[src/rtl/m_unit_seq.sv]
// Sequential RISC-V M-extension unit on the PCPI bus: pipelined multiplier plus a restoring divider.
// Define M_UNIT_SEQ_DIV_EN for the full M extension; leave it undefined for multiply-only (Zmmul).
module m_unit_seq #(
  parameter int XLEN       = 32,
  parameter int DIV_BITS   = 1,
  parameter int MUL_STAGES = 1
) (
  input  logic            clk,
  input  logic            reset,
  input  logic            pcpi_valid,
  input  logic [31:0]     pcpi_insn,
  input  logic [XLEN-1:0] pcpi_rs1,
  input  logic [XLEN-1:0] pcpi_rs2,
  output logic [XLEN-1:0] pcpi_rd,
  output logic            pcpi_wr,
  output logic            pcpi_ready,
  output logic            pcpi_busy
);

  localparam int PW    = 2 * XLEN + 2;
  localparam int N_DIV = XLEN / DIV_BITS;
  localparam int CW    = 7;

  typedef enum logic [2:0] {
    S_IDLE = 3'd0,
    S_MUL  = 3'd1,
    S_DIV  = 3'd2,
    S_FIX  = 3'd3,
    S_DONE = 3'd4
  } state_t;

  state_t                 state, state_nxt;
  logic [CW-1:0]          cnt;
  logic [2:0]             funct3, funct3_q;
  logic                   is_mop, claim, accept;
  logic                   rd_we;
  logic [XLEN-1:0]        rd_q, rd_nxt;
  logic signed [XLEN:0]   op_a, op_b;
  logic                   sign_a, sign_b;
  logic signed [PW-1:0]   prod_p0, prod_out;
  logic [XLEN-1:0]        mul_res;

  assign funct3 = pcpi_insn[14:12];
  assign is_mop = (pcpi_insn[6:0] == 7'b0110011) && (pcpi_insn[31:25] == 7'b0000001);
`ifdef M_UNIT_SEQ_DIV_EN
  assign claim  = pcpi_valid && is_mop;
`else
  assign claim  = pcpi_valid && is_mop && !funct3[2];
`endif

  // MULHU treats rs1 as unsigned; MULHSU and MULHU treat rs2 as unsigned.
  assign sign_a = (funct3 != 3'b011);
  assign sign_b = !funct3[1];

  // Stage p0: full-width signed product of the latched operands
  assign prod_p0 = PW'(op_a) * PW'(op_b);

  generate
    if (MUL_STAGES == 0) begin : g_nopipe
      assign prod_out = prod_p0;
    end else begin : g_pipe
      logic signed [PW-1:0] prod_p [MUL_STAGES];
      // Stages p1..pN: plain register chain on the product
      always_ff @(posedge clk) begin
        if (reset) begin
          for (int k = 0; k < MUL_STAGES; k++) prod_p[k] <= '0;
        end else begin
          prod_p[0] <= prod_p0;
          for (int k = 1; k < MUL_STAGES; k++) prod_p[k] <= prod_p[k-1];
        end
      end
      assign prod_out = prod_p[MUL_STAGES-1];
    end
  endgenerate

  assign mul_res = (funct3_q[1:0] == 2'b00) ? prod_out[XLEN-1:0] : prod_out[2*XLEN-1:XLEN];

`ifdef M_UNIT_SEQ_DIV_EN
  function automatic logic [XLEN-1:0] apply_sign(input logic neg, input logic [XLEN-1:0] v);
    return neg ? -v : v;
  endfunction

  logic [XLEN-1:0] quo_q, rem_q, dvs_q;
  logic            neg_q, neg_r;
  logic            div_signed, div_zero, div_ovf;
  logic [XLEN-1:0] div_special, fix_res;
  logic [XLEN:0]   step_r;
  logic [XLEN-1:0] step_q;

  assign div_signed  = !funct3[0];
  assign div_zero    = (pcpi_rs2 == '0);
  assign div_ovf     = div_signed && (pcpi_rs1 == {1'b1, {(XLEN-1){1'b0}}}) && (&pcpi_rs2);
  assign div_special = div_zero ? (funct3[1] ? pcpi_rs1 : '1) : (funct3[1] ? '0 : pcpi_rs1);

  // Restoring step: DIV_BITS quotient bits per cycle from the magnitude registers
  always_comb begin
    step_r = {1'b0, rem_q};
    step_q = quo_q;
    for (int i = 0; i < DIV_BITS; i++) begin
      step_r = {step_r[XLEN-1:0], step_q[XLEN-1]};
      step_q = {step_q[XLEN-2:0], 1'b0};
      if (step_r >= {1'b0, dvs_q}) begin
        step_r    = step_r - {1'b0, dvs_q};
        step_q[0] = 1'b1;
      end
    end
  end

  assign fix_res = funct3_q[1] ? apply_sign(neg_r, rem_q) : apply_sign(neg_q, quo_q);

  always_ff @(posedge clk) begin
    if (reset) begin
      quo_q <= '0;
      rem_q <= '0;
      dvs_q <= '0;
      neg_q <= 1'b0;
      neg_r <= 1'b0;
    end else if (accept) begin
      quo_q <= apply_sign(div_signed && pcpi_rs1[XLEN-1], pcpi_rs1);
      dvs_q <= apply_sign(div_signed && pcpi_rs2[XLEN-1], pcpi_rs2);
      rem_q <= '0;
      neg_q <= div_signed && (pcpi_rs1[XLEN-1] ^ pcpi_rs2[XLEN-1]);
      neg_r <= div_signed && pcpi_rs1[XLEN-1];
    end else if (state == S_DIV) begin
      quo_q <= step_q;
      rem_q <= step_r[XLEN-1:0];
    end
  end
`endif

  always_comb begin
    state_nxt = state;
    accept    = 1'b0;
    rd_we     = 1'b0;
    rd_nxt    = rd_q;
    case (state)
      S_IDLE: begin
        if (claim) begin
          accept = 1'b1;
          if (funct3[2]) begin
`ifdef M_UNIT_SEQ_DIV_EN
            if (div_zero || div_ovf) begin
              state_nxt = S_DONE;
              rd_we     = 1'b1;
              rd_nxt    = div_special;
            end else begin
              state_nxt = S_DIV;
            end
`endif
          end else begin
            state_nxt = S_MUL;
          end
        end
      end
      S_MUL: begin
        if (!pcpi_valid) begin
          state_nxt = S_IDLE;
        end else if (cnt == CW'(MUL_STAGES)) begin
          state_nxt = S_DONE;
          rd_we     = 1'b1;
          rd_nxt    = mul_res;
        end
      end
`ifdef M_UNIT_SEQ_DIV_EN
      S_DIV: begin
        if (!pcpi_valid) state_nxt = S_IDLE;
        else if (cnt == CW'(N_DIV - 1)) state_nxt = S_FIX;
      end
      S_FIX: begin
        if (!pcpi_valid) begin
          state_nxt = S_IDLE;
        end else begin
          state_nxt = S_DONE;
          rd_we     = 1'b1;
          rd_nxt    = fix_res;
        end
      end
`endif
      S_DONE:  state_nxt = S_IDLE;
      default: state_nxt = S_IDLE;
    endcase
  end

  always_ff @(posedge clk) begin
    if (reset) begin
      state    <= S_IDLE;
      cnt      <= '0;
      funct3_q <= '0;
      op_a     <= '0;
      op_b     <= '0;
      rd_q     <= '0;
    end else begin
      state <= state_nxt;
      cnt   <= (state_nxt == state && state != S_IDLE) ? cnt + CW'(1) : '0;
      if (accept) begin
        funct3_q <= funct3;
        op_a     <= {sign_a && pcpi_rs1[XLEN-1], pcpi_rs1};
        op_b     <= {sign_b && pcpi_rs2[XLEN-1], pcpi_rs2};
      end
      if (rd_we) rd_q <= rd_nxt;
    end
  end

  assign pcpi_rd    = rd_q;
  assign pcpi_ready = (state == S_DONE);
  assign pcpi_wr    = (state == S_DONE);
  assign pcpi_busy  = (state == S_MUL) || (state == S_DIV) || (state == S_FIX);

  logic unused_bits;
  assign unused_bits = ^{pcpi_insn[24:15], pcpi_insn[11:7], prod_out[PW-1:2*XLEN], funct3_q[2]};

endmodule

[config.mk]
export PLATFORM = sky130hd
export DESIGN_NAME = m_unit_seq
export DESIGN_NICKNAME = d
export VERILOG_FILES = /design/src/rtl/m_unit_seq.sv
export SDC_FILE = /design/constraint.sdc
export NUM_CORES = 2
export LEC_CHECK = 0
export CELL_PAD_IN_SITES_DETAIL_PLACEMENT = 1
export CELL_PAD_IN_SITES_GLOBAL_PLACEMENT = 2
export CORE_MARGIN = 4
export CORE_UTILIZATION = 30
export CTS_BUF_LIST = sky130_fd_sc_hd__clkbuf_4
export CTS_CLUSTER_SIZE = 40
export DETAILED_ROUTE_END_ITERATION = 12
export PLACE_DENSITY = 0.62
export SLEW_MARGIN = 20
export SYNTH_ARGS = -nofsm -noshare
export SYNTH_HDL_FRONTEND = slang
export SYNTH_SLANG_ARGS = --single-unit
[constraint.sdc]
create_clock -name clk -period 10.6 [get_ports clk]
set_input_delay 1.06 -clock clk [delete_from_list [all_inputs] [get_ports clk]]
set_output_delay 1.06 -clock clk [all_outputs]
set_load 0.02 [all_outputs]
==> impl_metrics.csv <==
group,metric,value,unit
synthesis,muxShareOfSynthArea,0.01572,
sta,fin_crit_sh,0.8540,
sta,max_freq,0.1105,GHz
global_route,use_met1,0.2483,
worst_setup_path,rrSetupSlack,1.55,ns
synthesis,syn_area_per_cell,9.325,um^2
global_route,grt_overflow,0,
placement,dp_hpwl,116900,um
clock_tree,clk_pin_slew_worst_paths,0.23,ns
synthesis,synth_cells,4737,
global_route,top_usage_layer,"met2",
placement,io_buffers,118,
global_route,grt_pass1_wl,219100,um
synthesis,synth.area.top_cells,"fa_1 51%, inv_1 9.1%, dfxtp_1 7.9%",
placement,placed_cell_area,47460,um^2
sta,tightest_slew,1.114,ns
global_route,grt_max_degree,69,
clock_tree,cts-resized-gates,0,
route,via_count,30387,
synthesis,synthXorXnorAreaFrac,0.01388,
pwr,vdd_drop_max,52.76,uV
sta,rsz0062_at_grt,"no",
route,drtIter0Drc,1137,
synthesis,synth-simple-area-share,0.1642,
clock_tree,post_cts_buffers,0,
worst_setup_path,reg2reg_depth,25,
clock_tree,htreeDepth,4,
layout,drive_gt1_frac,0.03142,
layout,area_delta_synth_final,8.146,%
die,die_w,391.7,um
die,fp.dieArea,153400,um^2
global_route,grt_use_total,0.1882,
worst_hold_path,whs_path_depth,2,
synthesis,synth-edff-count,0,
sta,finalHoldViolations,0,
worst_setup_path,cp-start-kind,"flop",
sta,slew_headroom,0.2565,
status,status,"finished clean",
die,initial_core_util,0.3027,
synthesis,synth_nets,6175,
clock_tree,numCtsBuffers,17,
synthesis,seq_area_frac_synth,0.07886,
worst_hold_path,min_path_type,"reg2reg",
synthesis,synth_area,44170,um^2
global_route,antenna_found_initial,2,
pwr,power_density,24.56,nW/um^2
synthesis,synth_compound_area_frac,0.04266,
global_route,grt_pass1_vias,35658,
route,routed_wl,137800,um
clock_tree,cts.sinks,174,
synthesis,ys_ff_latch,174,
sta,final.min_clock_period,9.053,ns
flow_run,maxCapViolCount,0,
worst_hold_path,holdPathEnd,"pcpi_rd[0]",
sta,finClkSkew,0.06042,ns
layout,final_common_cell,"fa_1",
global_route,met3_usage,0.01790,
clock_tree,clock-root-buffer,"clkbuf_4",
sta,hold_ws,0.4328,ns
worst_setup_path,reg2reg_from,"op_b[6]",
clock_tree,cts_hold_buf,0,
route,ant_nets,0,
die,die_y,391.7,um
synthesis,synthAdderAreaFrac,0.5705,
sta,finalMaxSlewViolations,0,
route,drc,0,
layout,nets,6136,
route,wire_per_inst,20.77,um
synthesis,synth_cell_types,70,
clock_tree,clock_latency,0.85,ns
synthesis,yosysTopAreaCell,"fa_1",
placement,place.gp.congestion,0.7941,
synthesis,synth.top_cell.area_share,0.5098,
die,num_rows,140,
synthesis,synth_ff_type,"dfxtp_1",
synthesis,postSynth.asyncResetShare,0,
synthesis,synth_top_family_by_area,"adder cells",
route,vias_per_cell,4.582,
clock_tree,cts_tree,"done",
synthesis,ys_warn_count,0,
layout,design_area,47770,um^2
worst_setup_path,path_max_fanout,22,
global_route,use_met2,0.3400,
layout,mostFrequentLayoutCells,"1,124 x fa_1, 1,072 x inv_1, 594 x nand2_1",
worst_setup_path,required,11.32,ns
sta,fin_tns_setup,0,ns
die,core_area,145900,um^2
sta,finalSetupViolCount,0,
worst_setup_path,r2r_end,"g_pipe.prod_p[0][61]",
die,pin_count,134,
route,firstDrtPassIters,7,
worst_setup_path,endpoint_kind,"flop",
worst_setup_path,criticalPathCategory,"reg2reg",
pwr,leakage,0.02309,uW
clock_tree,clk_path_buf_depth,2,
worst_setup_path,critPathArrivalTime,9.77,ns
worst_hold_path,worstHoldStart,"g_pipe.prod_p[0][0]",
layout,n_fill_cell,16763,
worst max path at each step:
stage             from                    to  slack, ns  depth (start not counted)
6_report       op_b[6]  g_pipe.prod_p[0][61]       1.55                         25
5_1_grt        op_b[6]  g_pipe.prod_p[0][59]       1.03                         25
4_1_cts        op_b[6]  g_pipe.prod_p[0][61]       1.50                         25
3_5_place_dp   op_b[6]  g_pipe.prod_p[0][61]       1.62                         25
3_3_place_gp   op_b[6]  g_pipe.prod_p[0][59]       1.66                         25
2_1_floorplan  op_b[3]  g_pipe.prod_p[0][59]       2.61                         28
metal layers:
layer / share of wire / routed length [um] / up-vias
met3: 0.019 / 2569 / 73
met2: 0.52 / 71530 / 252
met1: 0.45 / 61880 / 16378
li1: - / - / 13684
met4: 0.013 / 1779 / 0
met5: 0 / 0 / -
flip-flops by register name (all words and copies together) (netlist names):
register and cells:
op_b 33, state 3, cnt 7, g_pipe.prod_p 64, op_a 33, funct3_q 2
pcpi_rd 32
through the flow:
stage	cells	worst slack (ns)	total power [uW]	util
detailed placement	6596	1.623	721.1	0.3252
global placement	6596	1.660	721.1	0.3252
finish	6632	1.547	1173	0.3274
global route	6631	1.029	1227	0.3274
CTS	6628	1.504	1209	0.3273
floorplan	4737	2.609	679.7	-
kinds of logic (layout without fill, tap and decap cells):
| logic type | count (synthesis) | after routing |
|---|---|---|
| and+or+nand+nor | 1471 | 1471 |
| adders and majority gates | 1339 | 1339 |
| buffers and inverters | 1339 | 1313 |
| AOI/OAI and AO/OA | 274 | 274 |
| DFF | 174 | 174 |
| xor gates and xnor gates | 70 | 70 |
| muxes | 69 | 69 |
| other | 1 | 5 |
report_power, final:
group          switching (uW)  internal (uW)
Sequential              0.248            655
Combinational            21.7           29.3
Clock                     337            130
Total                     359            814
synthesized netlist by cell type, types with 3 or more instances:
library cell and instances:
nor3_1 23, o211ai_1 7, o21a_1 11, a311oi_1 34
a21oi_1 61, nand3_1 17, and3_1 13, nor4_1 6
o21ai_1 7, xor2_1 25, o31ai_1 4, buf_2 11
ha_1 214, o21ai_0 61, a31oi_1 12, inv_1 1072
nor2b_1 41, clkbuf_1 254, nand2_1 594, o21bai_1 8
nand2b_1 15, nand4_1 15, dfxtp_1 174, and2_1 543
a211oi_1 18, nor3b_1 4, fa_1 1125, a21o_1 24
nor2_1 183, mux2i_1 66, xnor2_1 45, nand3b_1 3
critical path: stages, from the launching register on:
cell	delay [ns]
dfxtp_1	1.03
nand2_1	0.30
inv_1	0.17
fa_1	0.39
inv_1	0.25
fa_1	0.28
inv_1	0.12
fa_1	0.58
inv_1	0.06
fa_1	0.94
inv_1	0.37
fa_1	0.54
fa_1	0.50
fa_1	0.49
inv_1	0.05
fa_1	0.47
inv_1	0.04
ha_1	0.40
a21o_1	0.20
a21oi_1	0.25
o21ai_0	0.15
a22oi_1	0.21
nand2_1	0.19
a41o_1	0.34
o22ai_1	0.17
mux2_2	0.36
layout make-up:
type / count / area (um^2) / share of cell area
multi-input cells: 3224 / 35670 / 0.7467
inverters: 1072 / 4024 / 0.08423
flip-flops and latches: 174 / 3492 / 0.07310
well taps: 1917 / 2399 / 0.05021
repair buffers: 209 / 1878 / 0.03931
clock inverters: 15 / 172.7 / 0.003614
clock buffers: 17 / 127.6 / 0.002671
diodes: 4 / 10.01 / 0.0002095
Power figures use the tool's default switching activity.
==> RTL change (same flow settings) <==
`MUL_STAGES`: 1 -> 2.
--- a/src/rtl/m_unit_seq.sv
+++ b/src/rtl/m_unit_seq.sv
@@ -5,3 +5,3 @@
   parameter int DIV_BITS   = 1,
-  parameter int MUL_STAGES = 1
+  parameter int MUL_STAGES = 2
 ) (
Check against the original RTL: not equivalent (Yosys sat finds a counterexample within 4 cycles, from zero or initial values and one cycle with reset high).
==> RTL change against the unedited design <==
  * Sequential power up 37%
  * Synthesized area grew 3.0%
  * Sequential cell count is 64 higher
  * Power is 60% higher
  * Setup slack got worse by 230 ps
  * Highest routed layer unchanged
  * Global-route usage shrank 0.19 points
  * Routed wire length increased by 2.6%
  * Design area rose by 4.0%
  * Die area grew 2.9%
==> RTL change: results <==
set metrics [dict create \
    number_of_nets_at_the_end_of_the_flow 6324 \
    min_to "g_pipe.prod_p[0][88]" \
    antenna_found_initial 10 \
    routed_wire_length_per_instance_um 20.33 \
    run_status "finished clean" \
    layout.nonclk_buf_share_pct 3.552 \
    worstHoldStart "g_pipe.prod_p[0][22]" \
    hold_depth 1 \
    grt_use_met1_pct 26.19 \
    hpwlAfterDp_mm 116.2 \
    grt_max_degree 99 \
    global_route.usage.met2_pct 30.76 \
    first_pass_grt_wire_length_mm 225.6 \
    n_antenna_cell 6 \
    nClkBuffers 105 \
    wl_met3_mm 5.509 \
    power.share.clock_pct 49.4 \
    path_clk_slew_ps 60 \
    maxSlewHeadroom_pct 27.59 \
    met2_wire_length_mm 65.87 \
    worst_r2r_path_depth 26 \
    synth_seq_area_share_pct 10.47 \
    regToRegSetupSlack_ps 1320 \
    synth.top_cells.by_count "sky130_fd_sc_hd__fa_1 (1125), sky130_fd_sc_hd__inv_1 (1067), sky130_fd_sc_hd__nand2_1 (726)" \
    count_of_h_tree_levels_built_during_cts 3 \
    track_usage_pct 18.63 \
    critical_path.max_stage_delay_ps 1000 \
    multi_input_logic_portion_of_the_cell_area_pct 71.83 \
    yosys-top-cells-area "sky130_fd_sc_hd__fa_1 (49%), sky130_fd_sc_hd__dfxtp_1 (10%), sky130_fd_sc_hd__inv_1 (8.8%), sky130_fd_sc_hd__and2_1 (7.5%), sky130_fd_sc_hd__nand2_1 (6.0%)" \
    n_all_inverters 1067 \
    drtIter0Drc 1212 \
    comb-power_uw 53.0 \
    n_all_buffers 192 \
    placement.setup.worst_slack_ps 1262 \
    peakVddDrop_v 0.00005425 \
]
==> RTL change: logic make-up after synthesis <==
| family | count (synthesis) | synth area share (%) |
|---|---|---|
| AND/OR/NAND/NOR | 1580 | 17.10 |
| buffers and inverters | 1346 | 11.11 |
| flip-flops | 238 | 10.47 |
| adder cells (fa/ha/maj) | 1339 | 55.38 |
| other | 1 | 0.008242 |
| XOR/XNOR | 75 | 1.444 |
| multiplexers | 3 | 0.07424 |
| AO/OA/AOI/OAI | 313 | 4.408 |
==> RTL change: through the flow <==
step | total power, mW | hold slack (ps) | instances | cell area, um2 | util [%]
after floorplan | 0.9286 | 413.8 | 4895 | 45500 | -
after detailed placement | 0.9685 | 423.9 | 6824 | 48780 | 32.45
after global routing | 1.983 | 387.9 | 6952 | 49690 | 33.06
after CTS | 1.935 | 338.9 | 6948 | 49680 | 33.05
final | 1.872 | 365.6 | 6954 | 49700 | 33.06
after global placement | 0.9682 | 419.1 | 6824 | 48780 | 32.45
